**src/rtl/axi2ahb_pkg.sv**
```systemverilog
// rtl/axi2ahb_pkg.sv - shared types and constants for the AXI-to-AHB address path
package axi2ahb_pkg;

  localparam int ADDR_W_DEF         = 32;
  localparam int LEN_W_DEF          = 8;
  localparam int BUS_BYTES_LOG2_DEF = 2;

  typedef enum logic [1:0] {
    BURST_FIXED = 2'b00,
    BURST_INCR  = 2'b01,
    BURST_WRAP  = 2'b10
  } burst_e;

  typedef enum logic {
    ST_IDLE  = 1'b0,
    ST_BURST = 1'b1
  } state_e;

  // Only these AXI lengths describe a power-of-two wrap container.
  function automatic logic is_wrap_len(input int unsigned len);
    return (len == 1) || (len == 3) || (len == 7) || (len == 15);
  endfunction

endpackage

```
**src/rtl/addr_burst_sched_if.sv**
```systemverilog
// rtl/addr_burst_sched_if.sv - AXI AW/AR address channels plus address/tag FIFO write side
interface addr_burst_sched_if
  import axi2ahb_pkg::*;
#(
  parameter int ADDR_W = ADDR_W_DEF,
  parameter int LEN_W  = LEN_W_DEF
);
  logic              awvalid;
  logic              awready;
  logic [ADDR_W-1:0] awaddr;
  logic [LEN_W-1:0]  awlen;
  logic [2:0]        awsize;
  logic [1:0]        awburst;
  logic              arvalid;
  logic              arready;
  logic [ADDR_W-1:0] araddr;
  logic [LEN_W-1:0]  arlen;
  logic [2:0]        arsize;
  logic [1:0]        arburst;
  logic              fifo_full;
  logic              fifo_write_en;
  logic [ADDR_W-1:0] fifo_data;
  logic              tag_dir;
  logic              tag_last;
  logic              burst_err;
  logic              busy;

  modport master (
    output awvalid, awaddr, awlen, awsize, awburst,
    output arvalid, araddr, arlen, arsize, arburst,
    output fifo_full,
    input  awready, arready, fifo_write_en, fifo_data, tag_dir, tag_last, burst_err, busy
  );

  modport slave (
    input  awvalid, awaddr, awlen, awsize, awburst,
    input  arvalid, araddr, arlen, arsize, arburst,
    input  fifo_full,
    output awready, arready, fifo_write_en, fifo_data, tag_dir, tag_last, burst_err, busy
  );

endinterface

```
**src/rtl/addr_next_calc.sv**
```systemverilog
// rtl/addr_next_calc.sv - combinational next beat address for FIXED/INCR/WRAP bursts
module addr_next_calc
  import axi2ahb_pkg::*;
#(
  parameter int ADDR_W = ADDR_W_DEF,
  parameter int LEN_W  = LEN_W_DEF
) (
  input  logic [ADDR_W-1:0] addr,
  input  logic [2:0]        size,
  input  logic [LEN_W-1:0]  len,
  input  logic [1:0]        burst,
  output logic [ADDR_W-1:0] next_addr
);
  logic [ADDR_W-1:0] incr;
  logic [ADDR_W-1:0] sum;
  logic [ADDR_W-1:0] mask;

  always_comb begin
    incr = ADDR_W'(1) << size;
    sum  = addr + incr;
    // Wrap container is the whole burst in bytes; only the low bits roll over.
    mask = ((ADDR_W'(len) + ADDR_W'(1)) << size) - ADDR_W'(1);
    case (burst)
      BURST_FIXED: next_addr = addr;
      BURST_WRAP:  next_addr = (addr & ~mask) | (sum & mask);
      default:     next_addr = sum;
    endcase
  end

endmodule

```
**src/rtl/addr_burst_sched.sv**
```systemverilog
// rtl/addr_burst_sched.sv - round-robin AW/AR burst scheduler feeding the address FIFO
module addr_burst_sched
  import axi2ahb_pkg::*;
#(
  parameter int ADDR_W         = ADDR_W_DEF,
  parameter int LEN_W          = LEN_W_DEF,
  parameter int BUS_BYTES_LOG2 = BUS_BYTES_LOG2_DEF
) (
  input  logic              wclk,
  input  logic              reset,
  addr_burst_sched_if.slave bus
);
  state_e            state_q, state_d;
  logic [ADDR_W-1:0] addr_q, addr_d, next_addr;
  logic [LEN_W-1:0]  len_q, len_d, beat_cnt_q, beat_cnt_d;
  logic [2:0]        size_q, size_d;
  logic [1:0]        burst_q, burst_d;
  logic              dir_q, dir_d;
  logic              last_grant_q, last_grant_d;
  logic              burst_err_q, burst_err_d;
  logic              rst_q, rst_d;

  logic              grant_aw, grant_ar, active, push;
  logic [ADDR_W-1:0] sel_addr;
  logic [LEN_W-1:0]  sel_len;
  logic [2:0]        sel_size, eff_size;
  logic [1:0]        sel_burst, eff_burst;
  logic              size_bad, burst_bad;

  // rst_q keeps both readies low for one cycle after reset releases.
  always_comb begin
    grant_aw = 1'b0;
    grant_ar = 1'b0;
    if (state_q == ST_IDLE && !reset && !rst_q) begin
      grant_aw = bus.awvalid && (!bus.arvalid || !last_grant_q);
      grant_ar = bus.arvalid && !grant_aw;
    end
  end

  always_comb begin
    sel_addr  = grant_aw ? bus.awaddr  : bus.araddr;
    sel_len   = grant_aw ? bus.awlen   : bus.arlen;
    sel_size  = grant_aw ? bus.awsize  : bus.arsize;
    sel_burst = grant_aw ? bus.awburst : bus.arburst;
    size_bad  = sel_size > 3'(BUS_BYTES_LOG2);
    burst_bad = (sel_burst == 2'b11) ||
                (sel_burst == BURST_WRAP && !is_wrap_len(32'(sel_len)));
    eff_size  = size_bad ? 3'(BUS_BYTES_LOG2) : sel_size;
    eff_burst = burst_bad ? BURST_INCR : sel_burst;
  end

  addr_next_calc #(.ADDR_W(ADDR_W), .LEN_W(LEN_W)) u_next (
    .addr      (addr_q),
    .size      (size_q),
    .len       (len_q),
    .burst     (burst_q),
    .next_addr (next_addr)
  );

  assign active = (state_q == ST_BURST) && !reset;
  assign push   = active && !bus.fifo_full;

  always_comb begin
    state_d      = state_q;
    addr_d       = addr_q;
    len_d        = len_q;
    size_d       = size_q;
    burst_d      = burst_q;
    dir_d        = dir_q;
    beat_cnt_d   = beat_cnt_q;
    last_grant_d = last_grant_q;
    burst_err_d  = 1'b0;
    rst_d        = reset;
    case (state_q)
      ST_IDLE: begin
        if (grant_aw || grant_ar) begin
          state_d      = ST_BURST;
          addr_d       = sel_addr;
          len_d        = sel_len;
          size_d       = eff_size;
          burst_d      = eff_burst;
          dir_d        = grant_aw;
          beat_cnt_d   = sel_len;
          last_grant_d = grant_aw;
          burst_err_d  = size_bad || burst_bad;
        end
      end
      ST_BURST: begin
        if (push) begin
          addr_d = next_addr;
          if (beat_cnt_q == '0) begin
            state_d = ST_IDLE;
          end else begin
            beat_cnt_d = beat_cnt_q - LEN_W'(1);
          end
        end
      end
      default: state_d = ST_IDLE;
    endcase
  end

  always_ff @(posedge wclk) begin
    rst_q <= rst_d;
    if (reset) begin
      state_q      <= ST_IDLE;
      addr_q       <= '0;
      len_q        <= '0;
      size_q       <= '0;
      burst_q      <= '0;
      dir_q        <= 1'b0;
      beat_cnt_q   <= '0;
      last_grant_q <= 1'b0;
      burst_err_q  <= 1'b0;
    end else begin
      state_q      <= state_d;
      addr_q       <= addr_d;
      len_q        <= len_d;
      size_q       <= size_d;
      burst_q      <= burst_d;
      dir_q        <= dir_d;
      beat_cnt_q   <= beat_cnt_d;
      last_grant_q <= last_grant_d;
      burst_err_q  <= burst_err_d;
    end
  end

  always_comb begin
    bus.awready       = grant_aw;
    bus.arready       = grant_ar;
    bus.fifo_write_en = push;
    bus.fifo_data     = active ? addr_q : '0;
    bus.tag_dir       = active && dir_q;
    bus.tag_last      = active && (beat_cnt_q == '0);
    bus.busy          = active;
    bus.burst_err     = burst_err_q && !reset;
  end

endmodule
```
**src/flat_wrapper.sv**
```systemverilog
// flat-port wrapper written by rule: the top's interface ports become plain ports
module addr_burst_sched_flat import axi2ahb_pkg::*;
#(
  parameter int ADDR_W         = ADDR_W_DEF,
  parameter int LEN_W          = LEN_W_DEF,
  parameter int BUS_BYTES_LOG2 = BUS_BYTES_LOG2_DEF
)
  (wclk, reset, bus_awvalid, bus_awaddr, bus_awlen, bus_awsize, bus_awburst, bus_arvalid, bus_araddr, bus_arlen, bus_arsize, bus_arburst, bus_fifo_full, bus_awready, bus_arready, bus_fifo_write_en, bus_fifo_data, bus_tag_dir, bus_tag_last, bus_burst_err, bus_busy);
  addr_burst_sched_if #(.ADDR_W(ADDR_W), .LEN_W(LEN_W)) bus_i ();
  input  logic wclk;
  input  logic reset;
  input wire logic [$bits(bus_i.awvalid)-1:0] bus_awvalid;
  input wire logic [$bits(bus_i.awaddr)-1:0] bus_awaddr;
  input wire logic [$bits(bus_i.awlen)-1:0] bus_awlen;
  input wire logic [$bits(bus_i.awsize)-1:0] bus_awsize;
  input wire logic [$bits(bus_i.awburst)-1:0] bus_awburst;
  input wire logic [$bits(bus_i.arvalid)-1:0] bus_arvalid;
  input wire logic [$bits(bus_i.araddr)-1:0] bus_araddr;
  input wire logic [$bits(bus_i.arlen)-1:0] bus_arlen;
  input wire logic [$bits(bus_i.arsize)-1:0] bus_arsize;
  input wire logic [$bits(bus_i.arburst)-1:0] bus_arburst;
  input wire logic [$bits(bus_i.fifo_full)-1:0] bus_fifo_full;
  output wire logic [$bits(bus_i.awready)-1:0] bus_awready;
  output wire logic [$bits(bus_i.arready)-1:0] bus_arready;
  output wire logic [$bits(bus_i.fifo_write_en)-1:0] bus_fifo_write_en;
  output wire logic [$bits(bus_i.fifo_data)-1:0] bus_fifo_data;
  output wire logic [$bits(bus_i.tag_dir)-1:0] bus_tag_dir;
  output wire logic [$bits(bus_i.tag_last)-1:0] bus_tag_last;
  output wire logic [$bits(bus_i.burst_err)-1:0] bus_burst_err;
  output wire logic [$bits(bus_i.busy)-1:0] bus_busy;
  assign bus_i.awvalid = bus_awvalid;
  assign bus_i.awaddr = bus_awaddr;
  assign bus_i.awlen = bus_awlen;
  assign bus_i.awsize = bus_awsize;
  assign bus_i.awburst = bus_awburst;
  assign bus_i.arvalid = bus_arvalid;
  assign bus_i.araddr = bus_araddr;
  assign bus_i.arlen = bus_arlen;
  assign bus_i.arsize = bus_arsize;
  assign bus_i.arburst = bus_arburst;
  assign bus_i.fifo_full = bus_fifo_full;
  assign bus_awready = bus_i.awready;
  assign bus_arready = bus_i.arready;
  assign bus_fifo_write_en = bus_i.fifo_write_en;
  assign bus_fifo_data = bus_i.fifo_data;
  assign bus_tag_dir = bus_i.tag_dir;
  assign bus_tag_last = bus_i.tag_last;
  assign bus_burst_err = bus_i.burst_err;
  assign bus_busy = bus_i.busy;
  addr_burst_sched #(.ADDR_W(ADDR_W), .LEN_W(LEN_W), .BUS_BYTES_LOG2(BUS_BYTES_LOG2)) u_core (.wclk(wclk), .reset(reset), .bus(bus_i));
endmodule
```
**config.mk**
```make
export PLATFORM = sky130hd
export DESIGN_NAME = addr_burst_sched_flat
export DESIGN_NICKNAME = d
export VERILOG_FILES = /design/src/rtl/axi2ahb_pkg.sv /design/src/rtl/addr_burst_sched_if.sv /design/src/rtl/addr_next_calc.sv /design/src/rtl/addr_burst_sched.sv /design/src/flat_wrapper.sv
export SDC_FILE = /design/constraint.sdc
export NUM_CORES = 1
export LEC_CHECK = 0
export BUFFER_PORTS_ARGS = -buffer_cell sky130_fd_sc_hd__buf_4
export CORE_AREA = 2 2 104 106
export DETAILED_ROUTE_END_ITERATION = 7
export DIE_AREA = 0 0 106 108
export MAX_ROUTING_LAYER = met4
export PLACE_DENSITY = 0.77
export SLEW_MARGIN = 30
export SYNTH_ARGS = -nofsm -noshare
export SYNTH_HDL_FRONTEND = slang
export SYNTH_SLANG_ARGS = --single-unit
```
**constraint.sdc**
```tcl
create_clock -name wclk -period 4.3 [get_ports wclk]
set_input_delay 0.43 -clock wclk [delete_from_list [all_inputs] [get_ports wclk]]
set_output_delay 0.43 -clock wclk [all_outputs]
set_load 0.03 [all_outputs]
```
### Yosys cells after proc, flatten, opt, wreduce, memory -nomap -nowiden

Cells that the tools add are included.

| cells by class | value |
|---|---|
| shift operators | 2 |
| reduce and logical (&&, ||, !) cells | 30 |
| $mul | 0 |
| bitwise logic cells | 6 |
| mux-type cells | 21 |
| div/mod/pow operators | 0 |
| $add $sub $neg | 4 |
| order comparisons | 1 |
| equal/unequal tests | 11 |

Operators by type and width:

| cell | count |
|---|---|
| 32-bit 2-to-1 mux | 4 |
| 32-bit case mux with 2 select lines | 2 |
| 32-bit AND | 2 |
| 32-bit adder | 1 |
| 8-bit 2-to-1 mux | 4 |
| 32-bit inverter | 1 |
| 32-bit OR | 1 |
| 1-bit by 3-bit left shift with 32-bit output, first input constant | 1 |
| 9-bit by 3-bit left shift with 32-bit output | 1 |
| 32-bit by 1-bit subtractor with 32-bit output, second input constant | 1 |
| 8-bit case mux with 2 select lines | 1 |
| 1-bit logical AND | 10 |
| 8-bit by 1-bit adder with 9-bit output, second input constant | 1 |
| 8-bit by 1-bit == test with 1-bit output, second input constant | 1 |
| 8-bit by 2-bit == test with 1-bit output, second input constant | 1 |
| 8-bit by 3-bit == test with 1-bit output, second input constant | 1 |
| 8-bit by 4-bit == test with 1-bit output, second input constant | 1 |
| 8-bit zero test | 1 |
| 2-bit inequality test, second input constant | 4 |
| 8-bit by 1-bit subtractor with 8-bit output, second input constant | 1 |
| 1-bit zero test | 7 |
| 1-bit logical OR | 7 |
| 2-bit == test, second input constant | 3 |
| 3-bit 2-to-1 mux | 2 |
| 9 further kinds | 16 |

| word-level totals | value |
|---|---|
| output and inout port bits | 39 |
| ROM bits | 0 |
| latch bits | 0 |
| bits in registers | 57 |
| memories kept | 0 |
| RAM bits | 0 |

### Logic depth before layout (Yosys ltp)

Gate-level depths: netlist of the first run.

| depth | value |
|---|---|
| depth after elaboration | 13 |
| gate-level depth with buffers | 16 |
| mapped depth without buffers | 15 |

### Modules after synthesis

From an unflattened synthesis of the first run, not the netlist that was laid out.

| unflattened totals | value |
|---|---|
| cell total of the unflattened synthesis | 794 |
| area, all modules | 5858.1 sq um |

By module, submodules not included:

| module | times used | area each (sq um) | cells an instance |
|---|---|---|---|
| addr_burst_sched | 1 | 3440.8 | 442 |
| addr_next_calc | 1 | 2417.3 | 352 |

### Worst setup path before layout of the first run

OpenSTA, ideal clock, no wires.

| timing | value |
|---|---|
| path type | reg2reg |
| start | reg u_core.size_q[1] |
| end | reg with a tool-made name |
| clock period less this slack | 3.483 ns |
| data required time | 4.208 ns |
| setup time | 0.092 ns |
| stages on the path, launching flop included | 17 |
| buffers on the path | 1 |
| path slack | 0.817 ns |
| data arrival time | 3.391 ns |
| path through | dfxtp_1 -> inv_1 -> clkbuf_1 -> nand2_1 -> nor2_1 -> ha_1 -> inv_1 -> fa_1 -> nor2b_1 -> o21ai_0 -> a21boi_0 -> o22ai_1 -> or2_2 -> nor3_1 -> nand4_1 -> o32a_1 -> o32ai_1 |

RTL lines:

| what | line | RTL |
|---|---|---|
| start: declaration | addr_burst_sched.sv:16 | `logic [2:0] size_q, size_d;` |
| start signal: assignment | addr_burst_sched.sv:118 | `size_q <= size_d;` |

==> results of run 1 <==
[worst max-delay path by stage]
stage                                        from        end  slack, ps  cells after the start
detailed placement  u_core.size_q[2]$_SDFFE_PP0P_  flip-flop        500                     15
CTS                 u_core.size_q[2]$_SDFFE_PP0P_  flip-flop        480                     15
finish              u_core.size_q[2]$_SDFFE_PP0P_  flip-flop        420                     15
floorplan           u_core.size_q[1]$_SDFFE_PP0P_  flip-flop        820                     16
global placement    u_core.size_q[2]$_SDFFE_PP0P_  flip-flop        770                     15
global route        u_core.size_q[2]$_SDFFE_PP0P_  flip-flop         40                     15
[power groups by stage]
stage / Sequential, mW / Combinational, mW / Clock, mW
floorplan: 0.609 / 0.383 / 0
global placement: 0.638 / 0.533 / 0
detailed placement: 0.640 / 0.550 / 0
CTS: 0.629 / 0.553 / 0.711
global route: 0.639 / 0.612 / 0.736
finish: 0.633 / 0.566 / 0.709
[synth_stat cells (all sizes together) (3+ instances only)]
master,count
a22oi,4
mux2i,28
ha,12
o21ai,48
mux2,3
a311oi,3
a21boi,4
or3,10
a32oi,3
nor3b,3
dfxtp,57
a211o,3
a211oi,13
o311ai,4
a21oi,68
and4,5
a41oi,3
and3,13
nor4,11
a221oi,4
xor2,8
a21o,4
o22ai,14
buf,23
nand2,117
o32ai,9
o32a,8
o21a,6
a31oi,13
o22a,3
nor2,89
xnor2,10
nand3,23
or2,5
nor2b,6
nand4,12
clkbuf,34
a311o,3
and2,21
inv,33
nor3,30
nand2b,19
o211ai,6
o31ai,3
[area by class of cell]
type                       instances  area share (%)
sequential                        57           16.29
timing repair buffer             155           16.59
tap                              136           2.426
clock buffer                      11           2.159
multi-input combinational        677           58.98
clock inverter                     5           1.784
inverter                          33           1.766
[cell usage in the layout (no fill, tap or decap), types with 4 or more instances in the layout]
cell,count
sky130_fd_sc_hd__a31oi_1,13
sky130_fd_sc_hd__a21o_1,4
sky130_fd_sc_hd__ha_1,12
sky130_fd_sc_hd__mux2i_1,28
sky130_fd_sc_hd__nand2b_1,19
sky130_fd_sc_hd__or3_1,9
sky130_fd_sc_hd__nor4_1,10
sky130_fd_sc_hd__nand4_1,10
sky130_fd_sc_hd__o211ai_1,5
sky130_fd_sc_hd__xnor2_1,10
sky130_fd_sc_hd__o21a_1,6
sky130_fd_sc_hd__and3_1,13
sky130_fd_sc_hd__nand3_1,22
sky130_fd_sc_hd__a221oi_1,4
sky130_fd_sc_hd__or2_2,5
sky130_fd_sc_hd__xor2_1,8
sky130_fd_sc_hd__o32ai_1,8
sky130_fd_sc_hd__nor3_1,28
sky130_fd_sc_hd__nor2_1,89
sky130_fd_sc_hd__o32a_1,8
sky130_fd_sc_hd__dfxtp_1,56
sky130_fd_sc_hd__and2_1,21
sky130_fd_sc_hd__clkbuf_8,11
sky130_fd_sc_hd__bufinv_16,4
sky130_fd_sc_hd__inv_1,32
sky130_fd_sc_hd__a22oi_1,4
sky130_fd_sc_hd__o21ai_0,47
sky130_fd_sc_hd__a211oi_1,13
sky130_fd_sc_hd__nor2b_1,6
sky130_fd_sc_hd__nand2_1,117
sky130_fd_sc_hd__o22ai_1,13
sky130_fd_sc_hd__a21oi_1,67
sky130_fd_sc_hd__buf_4,155
sky130_fd_sc_hd__and4_1,5
[logic make-up (layout without fill, tap and decap cells)]
| group | count (synthesis) | in the layout | share of synthesized area (%) |
|---|---|---|---|
| muxes | 31 | 31 | 5.557 |
| buffers and inverters | 90 | 204 | 6.752 |
| DFF | 57 | 57 | 20.19 |
| and+or+nand+nor | 374 | 374 | 32.79 |
| xor gates and xnor gates | 18 | 18 | 2.789 |
| adders and majority gates | 13 | 13 | 3.011 |
| AOI/OAI and AO/OA | 241 | 241 | 28.91 |
[layer usage]
metal,GRT usage [%],vias to the layer above,wire [µm]
met1,45.42,3223,8396
met2,60.37,358,9799
met5,-,-,0
li1,-,3229,-
met3,4.159,46,1625
met4,12.22,0,452
[worst register-to-register path, delay by kind of cell (launching register included)]
kind	cells	cell delay, ps
AO/OA/AOI/OAI	5	1210
AND/OR/NAND/NOR	6	1430
flip-flops	1	310
buffers and inverters	2	220
adder cells (fa/ha/maj)	2	620
[stage by stage]
stage / hold slack [ps] / total power [mW] / util (%) / cells / worst slack (ps)
2_1_floorplan: 439.0 / 0.9926 / - / 824 / 816.6
3_3_place_gp: 458.5 / 1.171 / 65.77 / 1058 / 769.9
3_5_place_dp: 467.0 / 1.190 / 65.77 / 1058 / 498.7
4_1_cts: 351.5 / 1.894 / 68.47 / 1074 / 484.2
5_1_grt: 418.7 / 1.986 / 68.55 / 1074 / 35.38
6_report: 369.1 / 1.907 / 68.55 / 1074 / 416.0
==> summary.md, run 1 <==
| Metric | Value |
|---|---|
| Final Hold Viols | 0 |
| Routed wire length per instance | 18.88 µm |
| Post-CTS setup-driven buffer insertion count | 0 |
| Sinks on Clock Net | 57 |
| Comb pwr share | 29.7% |
| Outcome | finished, final reports clean |
| Chip Height | 108 µm |
| Kind of path behind the tightest hold check | in2reg |
| Synth area leaders | sky130_fd_sc_hd__dfxtp_1, sky130_fd_sc_hd__nand2_1, sky130_fd_sc_hd__a21oi_1 |
| Worst R2R Setup Slack | 420 ps |
| Routed via count | 6856 |
| Number of max-capacitance violations reported | 0 |
| Most frequently used flop master after synthesis | sky130_fd_sc_hd__dfxtp_1 |
| Final Instance Area | 7013 µm² |
| Via density | 6.384 |
| Initial antenna violation count | 0 |
| Pin count of the biggest net entering global routing | 54 |
| Per-instance average area after synthesis | 6.859 µm² |
| Sequential area share after synthesis | 20.19% |
| Count of fill cells added during filler insertion | 895 |
| Relative max-transition margin | 45.78% |
| Leading area contributor after synthesis | sky130_fd_sc_hd__dfxtp_1 |
| Cell seen most often among critical-path stages | sky130_fd_sc_hd__inv_1 |
| # rows | 37 |
| Post-Route Skew | 6.858 ps |
| Int Power | 1.282 mW |
| Latest clock arrival within the worst-skew pair | 350 ps |
| Area after DPL | 6729 µm² |
| TritonCTS clock tree | done |
| Area taken by multi-input logic gates | 4136 µm² |
| List of cells traversed by the critical path | inv_1, nand2_1, nor2_1, ha_1, inv_1, fa_1, nor2b_1, o21ai_0, a21boi_0, o22ai_1, or2_2, nor3_1, nand4_1, o32a_1, o32ai_1 |
| Relative contribution of sequential cells to total power | 33.2% |
| Number of H-tree levels | 3 |
| Worst Path Arrival | 4130 ps |
| Wire length of the first global-routing pass | 32.07 mm |
| Area of the mapped netlist | 5652 µm² |
| Cell area power density | 272.0 nW/µm² |
| Floorplan die area | 11450 µm² |
| First drt pass iteration count | 6 |
| Unrepaired setup endpoints after global routing | false |
| Kind of launch point of the worst setup path | flip-flop |
| RD Place Congestion | 1.026 |
| Min-Delay Path Depth | 3 |
| Fraction of layout instances using a drive strength above 1 | 21.11% |
| Number of clock buffers inserted by TritonCTS | 9 |
| Worst flop-to-flop path startpoint | u_core.size_q[2]$_SDFFE_PP0P_ |
| Reg2Reg Depth | 15 |
| Crit path max-delay cell type | sky130_fd_sc_hd__nor3_1 |
| Final Critical Period | 3884 ps |
| Fraction of post-synthesis cell area in the top cell type by area | 20.19% |
| Cell leakage power | 2.826 nW |
| Tightest Pin Transition | 807.1 ps |
| Sequential cell area | 1142 µm² |
| Count of unique library cells instantiated by Yosys | 81 |
| Count of flip-flops with a built-in enable after synthesis | 0 |
| Clock transition time at the flip-flop clock pins of the worst setup and hold paths | 70 ps |
| Proportion of total power due to net switching | 32.78% |
| First DRT Iteration DRCs | 677 |
| Final wirelength | 20.27 mm |
| Clock network power share | 37.2% |
| Aggregate negative setup slack | 0 ps |
| Worst-path fanout max | 6 |
| Post-DP HPWL | 15.01 mm |
| Clk root buf | sky130_fd_sc_hd__clkbuf_8 |
| Final slew viol count | 0 |
| Hold buffer count at CTS | 0 |
| Number of antenna diodes | 0 |
| Register bit count reported by yosys | 57 |
| Type of element capturing the critical path | flip-flop |
| Instance count of the mapped netlist | 824 |
| IO Port Bufs | 133 |
| Syn_nets | 932 |
| Largest delay share family, worst path | simple AND/OR/NAND/NOR gates |
| Total gr overflow | 0 |
| Crit Path Category | reg2reg |
| Core region area | 10230 µm² |
| Global-route usage over all layers | 36.03% |
| Detail Route Antenna Nets | 0 |
| Final worst-path cycle share | 90.33% |
| Worst endpoint required time | 4550 ps |
| Final setup vio count | 0 |
| Asr flop ratio synth | 0% |
| Launch point of the worst hold path | bus_fifo_full |
| Achievable Freq | 257.5 MHz |
| Residual DRC count | 0 |
| Syn. warnings | 0 |
| Post-layout nets | 1041 |
| VDD IR max | 0.2613 mV |
| Slowest cell delay on critical path | 430 ps |
| Post-cts resize count | 0 |
| Sw Pwr | 0.6253 mW |
| Vias in the first global route | 6465 |
| Worst min-delay path endpoint | u_core.state_q$_SDFF_PP0_ |
| Horizontal die dimension | 106 µm |
| Effective utilization at floorplan | 55.24% |
| Clock tree buffer depth | 2 |
| Number of top-level pins | 134 |
| Relative area change from synthesis to final layout | 24.09% |
| Buffers and inverters on the worst path | 2 |
Note: power is estimated with default switching activity, not from simulation.
==> run 2: changes to the inputs <==
RECOVER_POWER = 25   (was default)
==> run 2 against run 1 <==
Worst setup slack improved by 18 ps. Sequential share of layout area increased by 0.12 points. Via count decreased by 0.13%. Cell count unchanged. Sequential power about the same. Clock skew decreased by 1.5 ps. Hold slack improved by 3.3 ps. Critical path type unchanged. Largest cell class unchanged. Highest routed layer unchanged.
==> summary.md, run 2 (synthesis gave the netlist of run 1 again) <==
| Metric | Value |
|---|---|
| Outcome | finished, final reports clean |
| First DRT Iteration DRCs | 690 |
| Number of antenna diodes | 0 |
| Cell leakage power | 2.765 nW |
| Latest clock arrival within the worst-skew pair | 350 ps |
| Chip Height | 108 µm |
| Reg2Reg Depth | 15 |
| Sum of internal, switching and leakage power | 1.903 mW |
| Final slew viol count | 0 |
| Post-CTS setup-driven buffer insertion count | 0 |
| Hold buffer count at CTS | 0 |
| Core region area | 10230 µm² |
| Crit Path Category | reg2reg |
| Worst setup timing slack at the placement stage | 498.7 ps |
| Global-route usage over all layers | 36.03% |
| Post-DP HPWL | 15.01 mm |
| Total gr overflow | 0 |
| Number of H-tree levels | 3 |
| Fraction of layout instances using a drive strength above 1 | 19.40% |
| Relative max-transition margin | 28.88% |
| Crit path max-delay cell type | sky130_fd_sc_hd__nor3_1 |
| Detail Route Antenna Nets | 0 |
| Worst endpoint required time | 4550 ps |
| VDD IR max | 0.2614 mV |
| Initial antenna violation count | 0 |
| Worst setup path start | u_core.size_q[2]$_SDFFE_PP0P_ |
| Floorplan die area | 11450 µm² |
| Via density | 6.375 |
| First drt pass iteration count | 5 |
| Wire length of the first global-routing pass | 32.07 mm |
| Worst flop-to-flop path startpoint | u_core.size_q[2]$_SDFFE_PP0P_ |
| Worst R2R Setup Slack | 430 ps |
| Unrepaired setup endpoints after global routing | false |
| Routed wire length per instance | 18.82 µm |
| # rows | 37 |
| Most frequent cells in the layout | sky130_fd_sc_hd__buf_4, sky130_fd_sc_hd__nand2_1, sky130_fd_sc_hd__nor2_1 |
| Number of max-capacitance violations reported | 0 |
| TritonCTS clock tree | done |
| Achievable Freq | 258.6 MHz |
| Clock transition time at the flip-flop clock pins of the worst setup and hold paths | 70 ps |
| Tightest Pin Transition | 1065 ps |
| Final setup vio count | 0 |
| Slowest cell delay on critical path | 420 ps |
| Sinks on Clock Net | 57 |
| Final Critical Period | 3866 ps |
| Final worst-path setup slack | 433.6 ps |
| Type of element capturing the critical path | flip-flop |
| Count of fill cells added during filler insertion | 914 |
| Launch point of the worst hold path | bus_fifo_full |
| Final Hold Viols | 0 |
| Worst-path fanout max | 6 |
| IO Port Bufs | 133 |
| List of cells traversed by the critical path | inv_1, nand2_1, nor2_1, ha_1, inv_1, fa_1, nor2b_1, o21ai_0, a21boi_0, o22ai_1, or2_2, nor3_1, nand4_1, o32a_1, o32ai_1 |
| Cell area power density | 273.6 nW/µm² |
| Kind of launch point of the worst setup path | flip-flop |
| Residual DRC count | 0 |
| Number of top-level pins | 134 |
| Cell seen most often among critical-path stages | sky130_fd_sc_hd__inv_1 |
| Finished Core Util | 67.98% |
| Relative area change from synthesis to final layout | 23.07% |
| RD Place Congestion | 1.026 |
| Kind of path behind the tightest hold check | in2reg |
| Routed via count | 6847 |
| Aggregate negative setup slack | 0 ps |
| Post-Route Skew | 5.331 ps |
| Post-layout nets | 1041 |
| Effective utilization at floorplan | 55.24% |
| Pin count of the biggest net entering global routing | 54 |
| Horizontal die dimension | 106 µm |
| Vias in the first global route | 6465 |
| Final worst-path cycle share | 89.92% |
| Post-cts resize count | 0 |
| Commonest non-fill, non-tap cell in the layout | sky130_fd_sc_hd__buf_4 |
| Clk root buf | sky130_fd_sc_hd__clkbuf_8 |
| Worst Path Arrival | 4120 ps |
| Clock tree buffer depth | 2 |
| Number of clock buffers inserted by TritonCTS | 9 |
| Final wirelength | 20.21 mm |
## run 2: report_power, final
part           switching (mW)  internal [mW]  total, mW
clock                   0.234          0.474      0.708
combinational           0.329          0.234      0.563
sequential             0.0622          0.570      0.632
## run 2: final cells by class
| class | count | area, µm² | share of cell area, % |
|---|---|---|---|
| repair buffers | 155 | 1107 | 15.92 |
| well taps | 136 | 170.2 | 2.446 |
| multi-input cells | 677 | 4136 | 59.47 |
| clock buffers | 11 | 151.4 | 2.177 |
| clock inverters | 5 | 125.1 | 1.799 |
| flip-flops and latches | 57 | 1141 | 16.41 |
| inverters | 33 | 123.9 | 1.781 |
## run 2: worst min path at each step
stage / cells after the start / end
after detailed placement: 2 / u_core.dir_q$_SDFFE_PP0P_
after global placement: 2 / u_core.dir_q$_SDFFE_PP0P_
after floorplan: 2 / u_core.dir_q$_SDFFE_PP0P_
after global routing: 3 / u_core.state_q$_SDFF_PP0_
after CTS: 3 / u_core.state_q$_SDFF_PP0_
final: 3 / u_core.state_q$_SDFF_PP0_
## run 2: critical path, delay by kind of cell (launching register included)
family,cells,cell delay (ps)
AO/OA/AOI/OAI,5,1190
flip-flops,1,310
buffers and inverters,2,230
adder cells (fa/ha/maj),2,620
AND/OR/NAND/NOR,6,1420
## run 2: stage by stage
step | hold slack [ps] | area [µm²] | cells
2_1_floorplan | 439.0 | 5652 | 824
3_3_place_gp | 458.5 | 6729 | 1058
3_5_place_dp | 467.0 | 6729 | 1058
4_1_cts | 351.5 | 7005 | 1074
5_1_grt | 429.6 | 6955 | 1074
6_report | 372.4 | 6955 | 1074
## run 2: metal layers
| metal | track usage [%] | up-vias | share of wire [%] | routed length (µm) |
|---|---|---|---|---|
| met5 | - | - | 0 | 0 |
| li1 | - | 3230 | - | - |
| met1 | 45.42 | 3243 | 42 | 8397 |
| met4 | 12.22 | 0 | 1.9 | 386 |
| met3 | 4.159 | 41 | 7.7 | 1559 |
| met2 | 60.37 | 333 | 49 | 9868 |
==> run 3: changes to the inputs <==
CORE_AREA = 2 2 125 127   (was 2 2 104 106)
CTS_CLUSTER_SIZE = 40   (was default)
DIE_AREA = 0 0 127 129   (was 0 0 106 108)
PLACE_DENSITY = 0.57   (was 0.77)
SYNTH_HIERARCHICAL = 1   (was default)
==> run 3 against run 2 <==
The flow now finishes with violations (max-capacitance violations, max-slew violations). Register-to-register slack hardly changed. Clock power is 4.5% higher. Critical path depth is 1 lower. Clock skew is 2.2 ps higher. Non-clock buffer count is 10 lower. Largest cell class unchanged.
==> summary.md, run 3 <==
| Metric | Value |
|---|---|
| Largest register by flop count | u_core/addr_q |
| Number of max-capacitance violations reported | 1 |
| Fraction of post-synthesis cell area in the top cell type by area | 19.48% |
| Initial antenna violation count | 0 |
| Cell leakage power | 2.849 nW |
| Core region area | 14980 µm² |
| Crit Path Category | reg2reg |
| Number of H-tree levels | 3 |
| Filler-free cell count of the finished design | 1083 |
| List of most frequent post-synthesis cells | sky130_fd_sc_hd__nor2_1, sky130_fd_sc_hd__dfxtp_1, sky130_fd_sc_hd__nor3_1, sky130_fd_sc_hd__and3_1, sky130_fd_sc_hd__inv_1 |
| Dominant combinational cell family by area after synthesis | simple AND/OR/NAND/NOR gates |
| Syn_nets | 903 |
| Worst endpoint required time | 4540 ps |
| Tightest Pin Transition | 2836 ps |
| # rows | 45 |
| Kind of launch point of the worst setup path | flip-flop |
| Post-CTS setup-driven buffer insertion count | 0 |
| Hold slack final | 404.7 ps |
| Count leader, synth | sky130_fd_sc_hd__nor2_1 |
| VDD IR max | 0.1890 mV |
| Post-layout nets | 999 |
| Final Critical Period | 3876 ps |
| Post-cts resize count | 0 |
| Outcome | finished with violations |
| Relative area change from synthesis to final layout | 21.49% |
| Per-instance average area after synthesis | 7.378 µm² |
| Number of clock buffers inserted by TritonCTS | 9 |
| First DRT Iteration DRCs | 518 |
| Final worst-path cycle share | 90.15% |
| Proportion of total power due to net switching | 33.14% |
| Final setup vio count | 0 |
| List of cells traversed by the critical path | nor2b_1, nand2_1, fa_1, nor2b_1, o21ai_0, a21oi_1, o41ai_1, or2_2, nor4_1, a22o_2, nand4_1, xnor2_1, nor2_1, o32ai_1 |
| Synth area leaders | sky130_fd_sc_hd__dfxtp_1, sky130_fd_sc_hd__a211oi_1, sky130_fd_sc_hd__o32ai_1 |
| Total gr overflow | 0 |
| Final wirelength | 19.90 mm |
| Adder and majority gate portion of the synthesized area | 3.118% |
| Violations in the final reports | max-capacitance violations, max-slew violations |
| Vias in the first global route | 6373 |
| Global-route usage over all layers | 24.92% |
| Reg2Reg Depth | 14 |
| Timing endpoint of the critical path | u_core/addr_q[24]$_SDFFE_PP0P_ |
| Area of the mapped netlist | 5858 µm² |
| Clk root buf | sky130_fd_sc_hd__clkbuf_16 |
| Clock network power share | 37.0% |
| Number of antenna diodes | 0 |
| Final Hold Viols | 0 |
| Worst flop-to-flop path startpoint | u_core/size_q[0]$_SDFFE_PP0P_ |
| Share of cell area taken by muxes after synthesis | 3.439% |
| Worst setup path start | u_core/size_q[0]$_SDFFE_PP0P_ |
| Horizontal die dimension | 127 µm |
| Wire length of the first global-routing pass | 32.20 mm |
| Sinks on Clock Net | 57 |
| Residual DRC count | 0 |
| Cell seen most often among critical-path stages | sky130_fd_sc_hd__nor2b_1 |
| Unrepaired setup endpoints after global routing | false |
| RD Place Congestion | 0.9584 |
| Clock transition time at the flip-flop clock pins of the worst setup and hold paths | 50 ps |
| Worst-path fanout max | 11 |
| Slowest cell delay on critical path | 490 ps |
| Int Power | 1.337 mW |
| Post-Route Skew | 7.539 ps |
| Count of flip-flops with a built-in enable after synthesis | 0 |
| Type of element capturing the critical path | flip-flop |
| Latest clock arrival within the worst-skew pair | 340 ps |
| First drt pass iteration count | 5 |
| Complex-gate fraction of the synthesized area | 28.96% |
| Fraction of layout instances using a drive strength above 1 | 21.90% |
| Count of unique library cells instantiated by Yosys | 90 |
| Kind of path behind the tightest hold check | in2reg |
| Sw Pwr | 0.6629 mW |
| Top flop regs | u_core/addr_q (32), u_core/beat_cnt_q (8), u_core/len_q (8) |
| Cell area power density | 281.1 nW/µm² |
| Register bit count reported by yosys | 57 |
| Worst Path Arrival | 4110 ps |
| Most frequent cells in the layout | sky130_fd_sc_hd__buf_4, sky130_fd_sc_hd__nor2_1, sky130_fd_sc_hd__dfxtp_1 |
| TritonCTS clock tree | done |
| Achievable Freq | 258.0 MHz |
| Routed wire length per instance | 18.38 µm |
| Relative contribution of sequential cells to total power | 32.9% |
| Relative max-transition margin | -89.08% |
| Xor and xnor area share after synthesis | 5.083% |
| Pin count of the biggest net entering global routing | 63 |
| Hold buffer count at CTS | 0 |
| Crit path max-delay cell type | sky130_fd_sc_hd__dfxtp_1 |
| Instance count of the mapped netlist | 794 |
| Final slew viol count | 63 |
| Clock tree buffer depth | 2 |
| Capturing point of the worst reg2reg path | u_core/addr_q[24]$_SDFFE_PP0P_ |
| Detail Route Antenna Nets | 0 |
| IO Port Bufs | 133 |
| Cell count after placement | 1067 |
| Sequential area share after synthesis | 19.48% |
| Asr flop ratio synth | 0% |
| Commonest non-fill, non-tap cell in the layout | sky130_fd_sc_hd__buf_4 |
| Simple-Gate Fraction of Synth Area | 31.06% |
| Number of top-level pins | 134 |
| Post-DP HPWL | 15.09 mm |
| Syn. warnings | 6 |
| Via density | 5.959 |
| Most frequently used flop master after synthesis | sky130_fd_sc_hd__dfxtp_1 |
| Leading area contributor after synthesis | sky130_fd_sc_hd__dfxtp_1 |
| Routed via count | 6454 |
| Effective utilization at floorplan | 39.11% |
| Max reg flops | 32 |
| Comb pwr share | 30.1% |
| Floorplan die area | 16380 µm² |
| Worst R2R Setup Slack | 420 ps |
| Chip Height | 129 µm |
| Aggregate negative setup slack | 0 ps |
-- run 3: changes by cell type after synthesis, sizes merged, moves of 12 or more --
cell / previous run / this run
xnor2: 10 / 22
nor2: 89 / 77
o21ai: 48 / 24
buf: 23 / 36
nand2: 117 / 49
a211oi: 13 / 50
o32ai: 9 / 37
inv: 33 / 52
nor3: 30 / 52
and3: 13 / 50
mux2i: 28 / 10
o22ai: 14 / 2
a21oi: 68 / 40
-- run 3: cell type report --
cell class / instances / area [µm²]
flip-flops and latches: 57 / 1142
repair buffers: 145 / 1036
fillers: 1511 / 7860
inverters: 53 / 198.9
clock buffers: 14 / 274.0
clock inverters: 2 / 35.03
well taps: 188 / 235.2
multi-input cells: 624 / 4195
-- run 3: routing by layer --
metal / up-vias / part of all wire, % / global-route usage (%)
li1: 3175 / - / -
met1: 3079 / 47 / 33.54
met2: 176 / 46 / 38.11
met3: 24 / 5.4 / 4.657
met4: 0 / 1.5 / 7.434
met5: - / 0 / -
-- run 3: logic make-up after synthesis --
logic type                 after synthesis
and+or+nand+nor                        337
muxes                                   19
AOI/OAI and AO/OA                      220
adders and majority gates               14
buffers and inverters                  113
DFF                                     57
xor gates and xnor gates                34
-- run 3: power groups by stage --
stage | registers (mW) | logic, mW | clock network, mW
after floorplan | 0.636 | 0.435 | 0
after global placement | 0.665 | 0.592 | 0
after detailed placement | 0.667 | 0.596 | 0
after CTS | 0.656 | 0.599 | 0.754
after global routing | 0.668 | 0.662 | 0.777
final | 0.657 | 0.603 | 0.740
-- run 3: worst min path at each step --
stage / start / endpoint / slack [ps] / cells past startpoint
after floorplan: u_core/last_grant_q$_SDFFE_PP0P_ / u_core/last_grant_q$_SDFFE_PP0P_ / 450 / 2
final: bus_arlen[6] / u_core/len_q[6]$_SDFFE_PP0P_ / 400 / 3
after global placement: u_core/addr_q[31]$_SDFFE_PP0P_ / u_core/addr_q[31]$_SDFFE_PP0P_ / 480 / 2
after CTS: bus_arlen[6] / u_core/len_q[6]$_SDFFE_PP0P_ / 390 / 3
after detailed placement: u_core/addr_q[31]$_SDFFE_PP0P_ / u_core/addr_q[31]$_SDFFE_PP0P_ / 490 / 2
after global routing: bus_arlen[6] / u_core/len_q[6]$_SDFFE_PP0P_ / 410 / 3
-- run 3: worst max-delay path, delay by kind of cell, from the launching register on --
kind	cells	cell delay (ps)
compound gates	5	1050
xor+xnor	1	220
fa+ha+maj	1	460
flops	1	490
simple gates	7	1550
-- run 3: through the flow --
stage          total power [mW]  area, µm²  util [%]  setup WS [ps]
6_report                  2.000       7117     47.52          423.7
5_1_grt                   2.108       7117     47.52          89.04
4_1_cts                   2.009       7172     47.89          517.4
3_5_place_dp              1.262       6863     45.82          571.4
3_3_place_gp              1.257       6863     45.82          690.5
2_1_floorplan             1.071       5858         -          865.8
